$ cat config.mk
export PLATFORM = sky130hd
export DESIGN_NAME = branch_fwd_d_flat
export DESIGN_NICKNAME = d
export VERILOG_FILES = /design/src/rtl/branch_fwd_d_if.sv /design/src/rtl/branch_fwd_d.sv /design/src/flat_wrapper.sv
export SDC_FILE = /design/constraint.sdc
export NUM_CORES = 1
export LEC_CHECK = 0
export CORE_UTILIZATION = 38
export CTS_BUF_LIST = sky130_fd_sc_hd__clkbuf_4 sky130_fd_sc_hd__clkbuf_8
export DETAILED_ROUTE_END_ITERATION = 6
export PLACE_DENSITY = 0.9
export SYNTH_ARGS = -nofsm -noshare
export SYNTH_HDL_FRONTEND = slang
export SYNTH_SLANG_ARGS = --single-unit
export TNS_END_PERCENT = 5
$ cat constraint.sdc
create_clock -name clk -period 3.95 [get_ports clk]
set_input_delay 0.5925 -clock clk [delete_from_list [all_inputs] [get_ports clk]]
set_output_delay 0.5925 -clock clk [all_outputs]
set_load 0.02 [all_outputs]
$ cat src/rtl/branch_fwd_d_if.sv
// Decode-stage branch/forwarding bus between the pipeline and branch_fwd_d.
// master: the pipeline side that drives instruction, operands and selects.
// slave:  the branch_fwd_d block that returns forwarded operands and status.
interface branch_fwd_d_if;
  logic [31:0] instrD;
  logic        stallD;
  logic [31:0] rf_rs;
  logic [31:0] rf_rt;
  logic [1:0]  bypass_rs_b;
  logic [1:0]  bypass_rt_b;
  logic [31:0] resultE;
  logic [31:0] wdW;
  logic [31:0] opnd_rs;
  logic [31:0] opnd_rt;
  logic        b_taken;
  logic        sel_err;

  modport master (
    output instrD, stallD, rf_rs, rf_rt, bypass_rs_b, bypass_rt_b, resultE, wdW,
    input  opnd_rs, opnd_rt, b_taken, sel_err
  );

  modport slave (
    input  instrD, stallD, rf_rs, rf_rt, bypass_rs_b, bypass_rt_b, resultE, wdW,
    output opnd_rs, opnd_rt, b_taken, sel_err
  );
endinterface

$ cat src/rtl/branch_fwd_d.sv
// branch_fwd_d: decode-stage operand forwarding and early branch resolution.
// Holds the M-stage result register, muxes rs/rt from RF/M/W, decodes the
// branch in D, resolves it with signed compares and flags reserved selects.
// Optional macro BRANCH_FWD_STATS_EN adds saturating taken/not-taken counters.
module branch_fwd_d (
  input  logic              clk,
  input  logic              reset,
  branch_fwd_d_if.slave     bus
`ifdef BRANCH_FWD_STATS_EN
  ,
  output logic [15:0]       cnt_taken,
  output logic [15:0]       cnt_nottaken
`endif
);

  typedef enum logic [2:0] {
    BR_NONE,
    BR_BEQ,
    BR_BNE,
    BR_BLEZ,
    BR_BGTZ,
    BR_BLTZ,
    BR_BGEZ
  } br_kind_e;

  localparam logic [1:0] SEL_RF  = 2'd0;
  localparam logic [1:0] SEL_M   = 2'd1;
  localparam logic [1:0] SEL_W   = 2'd2;
  localparam logic [1:0] SEL_RSV = 2'd3;

  logic [31:0] res_m;
  br_kind_e    br_kind;
  logic        is_branch;
  logic        uses_rt;
  logic        sel_bad;
  logic        cond;
  logic        evaluate;

  // Source select shared by both operands; the reserved code falls back to RF.
  function automatic logic [31:0] fwd_mux(input logic [1:0] sel,
                                          input logic [31:0] rf,
                                          input logic [31:0] m,
                                          input logic [31:0] w);
    case (sel)
      SEL_M:   fwd_mux = m;
      SEL_W:   fwd_mux = w;
      default: fwd_mux = rf;
    endcase
  endfunction

  // M-stage result register: M always advances, so the D stall does not gate it.
  always_ff @(posedge clk) begin
    // NOTE: sequential state uses non-blocking assignment so every register
    // samples pre-edge values regardless of statement order.
    if (reset) res_m <= '0;
    else       res_m <= bus.resultE;
  end

  // Forwarded operands for the branch comparator and downstream E stage.
  assign bus.opnd_rs = fwd_mux(bus.bypass_rs_b, bus.rf_rs, res_m, bus.wdW);
  assign bus.opnd_rt = fwd_mux(bus.bypass_rt_b, bus.rf_rt, res_m, bus.wdW);

  // Branch decode from the opcode and, for REGIMM, the rt field.
  always_comb begin
    // NOTE: default assigned first so no path leaves br_kind unassigned,
    // which would otherwise infer a latch.
    br_kind = BR_NONE;
    case (bus.instrD[31:26])
      6'b000100: br_kind = BR_BEQ;
      6'b000101: br_kind = BR_BNE;
      6'b000110: br_kind = BR_BLEZ;
      6'b000111: br_kind = BR_BGTZ;
      6'b000001: begin
        if (bus.instrD[20:16] == 5'b00000)      br_kind = BR_BLTZ;
        else if (bus.instrD[20:16] == 5'b00001) br_kind = BR_BGEZ;
      end
      default: br_kind = BR_NONE;
    endcase
  end

  assign is_branch = (br_kind != BR_NONE);
  assign uses_rt   = (br_kind == BR_BEQ) || (br_kind == BR_BNE);
  assign sel_bad   = (bus.bypass_rs_b == SEL_RSV) ||
                     (uses_rt && (bus.bypass_rt_b == SEL_RSV));
  // A branch is resolved in the one cycle it sits in D unstalled.
  assign evaluate  = is_branch && !bus.stallD;

  // Signed branch condition; single-operand forms compare rs against zero.
  always_comb begin
    cond = 1'b0;
    case (br_kind)
      BR_BEQ:  cond = (bus.opnd_rs == bus.opnd_rt);
      BR_BNE:  cond = (bus.opnd_rs != bus.opnd_rt);
      BR_BLEZ: cond = ($signed(bus.opnd_rs) <= 32'sd0);
      BR_BGTZ: cond = ($signed(bus.opnd_rs) >  32'sd0);
      BR_BLTZ: cond = ($signed(bus.opnd_rs) <  32'sd0);
      BR_BGEZ: cond = ($signed(bus.opnd_rs) >= 32'sd0);
      default: cond = 1'b0;
    endcase
  end

  assign bus.b_taken = evaluate && !sel_bad && cond;

  // Sticky reserved-select flag, cleared only by reset.
  always_ff @(posedge clk) begin
    if (reset)                    bus.sel_err <= 1'b0;
    else if (evaluate && sel_bad) bus.sel_err <= 1'b1;
  end

`ifdef BRANCH_FWD_STATS_EN
  // Saturating outcome counters, one count per resolved error-free branch.
  always_ff @(posedge clk) begin
    if (reset) begin
      cnt_taken    <= '0;
      cnt_nottaken <= '0;
    end else if (evaluate && !sel_bad) begin
      if (cond) begin
        if (cnt_taken != 16'hFFFF) cnt_taken <= cnt_taken + 16'd1;
      end else begin
        if (cnt_nottaken != 16'hFFFF) cnt_nottaken <= cnt_nottaken + 16'd1;
      end
    end
  end
`endif

endmodule

$ cat src/flat_wrapper.sv
// flat-port wrapper written by rule: the top's interface ports become plain ports
module branch_fwd_d_flat 
  (clk, reset, bus_instrD, bus_stallD, bus_rf_rs, bus_rf_rt, bus_bypass_rs_b, bus_bypass_rt_b, bus_resultE, bus_wdW, bus_opnd_rs, bus_opnd_rt, bus_b_taken, bus_sel_err);
  branch_fwd_d_if bus_i ();
  input  logic clk;
  input  logic reset;
  input wire logic [$bits(bus_i.instrD)-1:0] bus_instrD;
  input wire logic [$bits(bus_i.stallD)-1:0] bus_stallD;
  input wire logic [$bits(bus_i.rf_rs)-1:0] bus_rf_rs;
  input wire logic [$bits(bus_i.rf_rt)-1:0] bus_rf_rt;
  input wire logic [$bits(bus_i.bypass_rs_b)-1:0] bus_bypass_rs_b;
  input wire logic [$bits(bus_i.bypass_rt_b)-1:0] bus_bypass_rt_b;
  input wire logic [$bits(bus_i.resultE)-1:0] bus_resultE;
  input wire logic [$bits(bus_i.wdW)-1:0] bus_wdW;
  output wire logic [$bits(bus_i.opnd_rs)-1:0] bus_opnd_rs;
  output wire logic [$bits(bus_i.opnd_rt)-1:0] bus_opnd_rt;
  output wire logic [$bits(bus_i.b_taken)-1:0] bus_b_taken;
  output wire logic [$bits(bus_i.sel_err)-1:0] bus_sel_err;
  assign bus_i.instrD = bus_instrD;
  assign bus_i.stallD = bus_stallD;
  assign bus_i.rf_rs = bus_rf_rs;
  assign bus_i.rf_rt = bus_rf_rt;
  assign bus_i.bypass_rs_b = bus_bypass_rs_b;
  assign bus_i.bypass_rt_b = bus_bypass_rt_b;
  assign bus_i.resultE = bus_resultE;
  assign bus_i.wdW = bus_wdW;
  assign bus_opnd_rs = bus_i.opnd_rs;
  assign bus_opnd_rt = bus_i.opnd_rt;
  assign bus_b_taken = bus_i.b_taken;
  assign bus_sel_err = bus_i.sel_err;
  branch_fwd_d u_core (.clk(clk), .reset(reset), .bus(bus_i));
endmodule
Word-level counts from Yosys, hierarchy flattened
Index checks and enable logic that the tools add are counted.
{ "op_classes": {"addsub": 0, "n_mul": 0, "n_div": 0, "order_cmp": 4, "n_eq_ne": 20, "shifts": 0, "mux": 6, "bitwise": 0, "reduce_logical": 11} }
{ "op_table": {"columns": ["op", "count"], "rows": [
  ["one-hot mux 32 bit (2 select lines)", 2],
  ["equality test 32 bit", 1],
  ["greater-or-equal comparator 32 x 1 -> 1 bit (second input constant)", 1],
  ["> comparator 32 x 1 -> 1 bit (second input constant)", 1],
  ["<= comparator 32 x 1 -> 1 bit (second input constant)", 1],
  ["less-than comparator 32 x 1 -> 1 bit (second input constant)", 1],
  ["inequality test 32 bit", 1],
  ["equality test 6 x 3 -> 1 bit (second input constant)", 4],
  ["one-hot mux 3 bit (5 select lines)", 1],
  ["equality test 3 bit (second input constant)", 3],
  ["equality test 2 bit (second input constant)", 4],
  ["equality test 3 x 2 -> 1 bit (second input constant)", 2],
  ["equality test 6 x 1 -> 1 bit (second input constant)", 1],
  ["2-to-1 mux 3 bit", 2],
  ["one-hot mux 1 bit (6 select lines)", 1],
  ["equality test 5 x 1 -> 1 bit (second input constant)", 1],
  ["logical AND 1 bit", 5],
  ["logical NOT 5 bit", 1],
  ["equality test 2 x 1 -> 1 bit (second input constant)", 2],
  ["equality test 3 x 1 -> 1 bit (second input constant)", 1],
  ["nonzero test 3 bit", 1],
  ["logical NOT 1 bit", 2],
  ["logical OR 1 bit", 2]
]} }
{ "word_totals": {"register_bits": 33, "latch_bits": 0, "ramBits": 0, "romBits": 0, "input_bits": 167, "output_inout_bits": 66, "wordCells": 43, "memories": 0} }

Logic depth before layout (Yosys ltp)
{ "logic_depth": {"ltp_word": 11, "mapped_depth": 11, "depth_no_buf": 9} }

Worst setup path before layout
OpenSTA, ideal clock, no wires.
{ "synth_timing": {"kind": "in2out", "start": "input port bus_bypass_rt_b[0]", "end": "output port bus_b_taken", "arrival_ns": 2.968, "required_time_ns": 3.357, "setup_slack_ns": 0.389, "stages": 10, "path_buffers": 2, "cell_sequence": "inv_1 ha_1 buf_4 clkbuf_1 o21ai_0 xnor2_1 nand4_1 nor4_2 a211oi_1 or3b_1"} }
{ "synth_between": {"word_cells_on_any_way": 12, "classes_between": "5 x eq/ne; 2 x mux; 5 x reduce/logical"} }
{ "synth_rtl": {"columns": ["item", "line_no", "source"], "rows": [
  ["from (decl)", "flat_wrapper.sv:12", "input wire logic [$bits(bus_i.bypass_rt_b)-1:0] bus_bypass_rt_b;"],
  ["equality test 2 bit or equality test 2 x 1 -> 1 bit (tied branches)", "branch_fwd_d.sv:44", "case (sel)"],
  ["one-hot mux 32 bit (2 select lines) *", "branch_fwd_d.sv:44", null],
  ["named net bus_opnd_rt[30]", "flat_wrapper.sv:16", "output wire logic [$bits(bus_i.opnd_rt)-1:0] bus_opnd_rt;"],
  ["inequality test 32 bit or equality test 32 bit (tied branches)", "branch_fwd_d.sv:93, branch_fwd_d.sv:92", null],
  ["one-hot mux 1 bit (6 select lines) *", "branch_fwd_d.sv:91", "case (br_kind)"],
  ["logical AND 1 bit *", "branch_fwd_d.sv:102", "assign bus.b_taken = evaluate && !sel_bad && cond;"],
  ["to (decl)", "flat_wrapper.sv:17", "output wire logic [$bits(bus_i.b_taken)-1:0] bus_b_taken;"]
]} }
Mark *: on every way through the listed nets, which the timed path passes. The rest lies on a longest branch.

Final worst setup path
{ "layout_timing": {"start": "input port bus_bypass_rs_b[1]", "end": "output port bus_b_taken"} }
{ "layout_between": {"elab_chain_cells": 5, "word_cells_on_any_way": 15, "classes_between": "4 x order compare; 5 x eq/ne; 2 x mux; 4 x reduce/logical"} }
{ "layout_lines": {"columns": ["item", "line_no", "source"], "rows": [
  ["from (decl)", "flat_wrapper.sv:11", "input wire logic [$bits(bus_i.bypass_rs_b)-1:0] bus_bypass_rs_b;"],
  ["equality test 2 bit, or another cell as far along", "branch_fwd_d.sv:44", null],
  ["one-hot mux 32 bit (2 select lines) or logical OR 1 bit (tied branches)", "branch_fwd_d.sv:44, branch_fwd_d.sv:83", null],
  ["greater-or-equal comparator 32 x 1 -> 1 bit, or another cell as far along", "branch_fwd_d.sv:97", "BR_BGEZ: cond = ($signed(bus.opnd_rs) >= 32'sd0);"],
  ["one-hot mux 1 bit (6 select lines) or logical AND 1 bit (tied branches)", "branch_fwd_d.sv:91, branch_fwd_d.sv:102", null],
  ["logical AND 1 bit *", "branch_fwd_d.sv:102", null]
]} }
Mark *: on every way between the ends. The rest lies on a longest branch, timed or not.

==> reports/summary.md <==
The flow ran to the end, but the final reports show violations. The final reports fail on design-rule violations, negative setup slack. The number of cells on the worst hold path came out at 2.

The worst path needs 4.134 ns of the cycle, external delays included. The total congestion overflow after global routing was 0; the count of maximum capacitance violations was 0. The worst hold-check path type was reg2reg. Adding up every negative setup slack in the final design gives -0.1835 ns. The run gives 241.9 MHz as the maximum clock rate. The vertical die dimension was 92.60 µm; the final number of max-transition violations was 0. The final clock period utilization by the worst path came out at 1.046. The routed via count divided by cell count was 6.282; the final hold violation count was 0.

For this block, the via count after detailed routing is 4,982. The total clock buffers created by CTS was 5; the count of port buffers added during placement was 211. Count of warnings emitted by yosys: 0. Across all hold checks on the routed design, the worst slack comes to 0.5529 ns. At the worst endpoint, the required time is 3.36 ns.

After floorplanning, the core was divided into 32 placement rows. The tree is rooted in a clkbuf_8. Synthesis-to-finish area growth: 118.6%. The tools report the final clock skew as 0 ns. The area fraction of the dominant cell type after synthesis works out to 0.2118.

Wires add up to 19,300 µm. In this run the worst path has a maximum fanout of 13. The share of layout cells above drive strength 1 was 0.2923. Counting every net in the synthesized netlist gives 567. The worst path setup slack after routing was -0.1835 ns.

The post-synthesis simple-gate area fraction was 0.2748; the number of remaining DRC errors was 1. Clock latency on the worst-skew pair, taken at its later pin, is 0.30 ns. The utilization after layout is 0.8688. For the first-pass iteration count of the detailed router, the log shows 7.

By area, the combinational part of the netlist is dominated by compound AO/OA/AOI/OAI gates. The total power is 1.922 mW. The synthesized flop and latch total is 33, and the share of flip-flops with an asynchronous set or reset after synthesis is 0.

Ranked by total cell area, the synthesized netlist is headed by dfxtp_1, nor2b_1, a221oi_2. The logs give 1 for the final number of setup-violating endpoints and 34 for the pin count of the biggest net entering global routing. The sequential share of the synthesized area came out at 0.2118.

The clock-pin transition on the worst setup and hold timing paths was 0.08 ns. The number of antenna violations at the first check in global routing came out at 1. The endpoint class of the critical path was a primary output. Once placement finished, the instance area stood at 6000 µm². The setup path with the least slack is of type in2out.

The XOR/XNOR share of the synthesized area is 0.09266, and the effective utilization at floorplan is 0.3975. STA classifies the critical path startpoint as a primary input. The first global-routing pass estimated 24,760 µm of wire. The run gives 0.3780 as the all-layer global routing usage. After filler insertion, the fill cell instance count of the layout stands at 362. The worst-case headroom to the max-slew limit is 0.5752, and the post-synthesis area per instance is 7.917 µm². After the last flow step, the layout net total stands at 863.

The library cell used most frequently in the layout, excluding fill and tap cells, is clkdlybuf4s50_1. The repair_antennas step left the layout with diodes totalling 0. The top cell types in the final layout, fill and taps aside, are clkdlybuf4s50_1, buf_4, nor2b_1, nand2_1, dfxtp_1. The logs give 3.54 ns for the data arrival time of the worst path and 2 for the H-tree level count. The worst-margin pin slew is 0.6306 ns, and the worst setup slack before clock tree synthesis is -0.6264 ns. For the die footprint, the log shows 8575 µm². For this run, the leading register cell type out of synthesis is dfxtp_1.

The setup slack on the worst flop-to-flop path is 3.31 ns, and the count of flip-flops with a built-in enable after synthesis is 0. After synthesis the cells add up to 3119 µm². The total power density per cell area was 282.0 nW/µm²; the largest buffer count on any clock path was 2. After the flow finishes, the layout carries non-filler instances totaling 793. The count of nets left with antenna violations once routing finished came out at 0. The tools report the peak ir drop on the vdd network as 220.4 µV. The cell taking the most area after synthesis was dfxtp_1.

For the worst flop-to-flop path, the logic depth is 2. Area inside the core boundary: 7848 µm². Die width: 92.60 µm. The post-synthesis compound-gate area fraction was 0.3245; the violation count after the first detailed-routing iteration was 450. The count of different cell masters after synthesis was 39. The fraction of synthesized area in multiplexers came out at 0.003610. The run gives 774 as the number of placed instances, taps included. The average routed wire per standard cell was 24.34 µm; the estimated wirelength of the detail-placed design was 11,930 µm. The number of global-route vias before repair was 4,903; the number of sinks on the clock net was 33.

233 I/O pins were placed. The analysis attributes to cell leakage a power of 2.624 nW. Synthesis produced a netlist whose cell count is 394. For the last weighted congestion value of the routability-driven placer, the log shows 0.9268.

Share of synthesized cell area in full adder, half adder and majority cells: 0.02407. TritonCTS built the clock tree. With fillers left out, the area of the finished cells amounts to 6818 µm².
==> layout make-up <==
cell class / count / area (µm²) / area share
Timing Repair Buffer: 319 / 3148 / 0.4617
Multi-Input combinational cell: 326 / 2743 / 0.4023
Clock inverter: 1 / 30.03 / 0.004404
Sequential cell: 33 / 660.6 / 0.09690
Clock buffer: 7 / 90.09 / 0.01321
Tap cell: 102 / 127.6 / 0.01872
Inverter: 5 / 18.77 / 0.002753
==> logic make-up (layout without fill, tap and decap cells) <==
| kind of cell | count (synthesis) | in the layout |
|---|---|---|
| flops | 33 | 33 |
| mux | 1 | 1 |
| buf+inv | 35 | 332 |
| fa+ha+maj | 6 | 6 |
| simple gates | 163 | 163 |
| xor+xnor | 33 | 33 |
| compound gates | 123 | 123 |
==> sequential cells by signal (all words and copies together) (netlist names) <==
signal,cells
u_core.res_m,32
u_core.bus.sel_err,1
==> per-layer routing <==
metal	track usage	part of all wire	up-vias
met1	0.4016	0.33	2275
met4	0.2370	0.081	0
met2	0.6772	0.48	492
met3	0.07882	0.11	165
met5	0	0	-
li1	-	-	2050
==> power by group <==
group	internal, mW	switching [mW]
Clock	0.213	0.145
Sequential	0.350	0.0205
Combinational	0.619	0.574
==> synth_stat cells, drive strengths merged (2+ instances only) <==
master,count
dfxtp,33
o22ai,16
a221oi,32
nor2,37
clkbuf,11
nand2,35
buf,19
ha,6
nand3,2
nor3,4
a21oi,3
nor2b,64
o21ai,34
nand4,9
a22oi,32
inv,5
a211oi,2
xnor2,33
nor4,6
==> repair_timing <==
action,CTS,global route
hold buffers,0,0
gates cloned,3,2
endpoints found under the setup margin,1,1
setup buffers,4,2
pin swaps,23,15
gates resized for setup,81,41
==> path summary, 6_finish.rpt <==
check | start | to
min | u_core.bus.sel_err$_SDFFE_PP0P_ | u_core.bus.sel_err$_SDFFE_PP0P_
max reg2reg | u_core.bus.sel_err$_SDFFE_PP0P_ | u_core.bus.sel_err$_SDFFE_PP0P_
max | bus_bypass_rs_b[1] | bus_b_taken
min reg2reg | u_core.bus.sel_err$_SDFFE_PP0P_ | u_core.bus.sel_err$_SDFFE_PP0P_
==> critical path, stage by stage <==
cell	delay, ns
clkdlybuf4s15_1	0.25
ha_4	0.33
buf_12	0.15
buf_16	0.15
a221oi_4	0.23
nor2_2	0.11
xnor2_2	0.36
nand4_1	0.31
nor4_4	0.40
a211oi_2	0.11
or3b_4	0.40
buf_6	0.14
(Power assumes the default switching activity.)
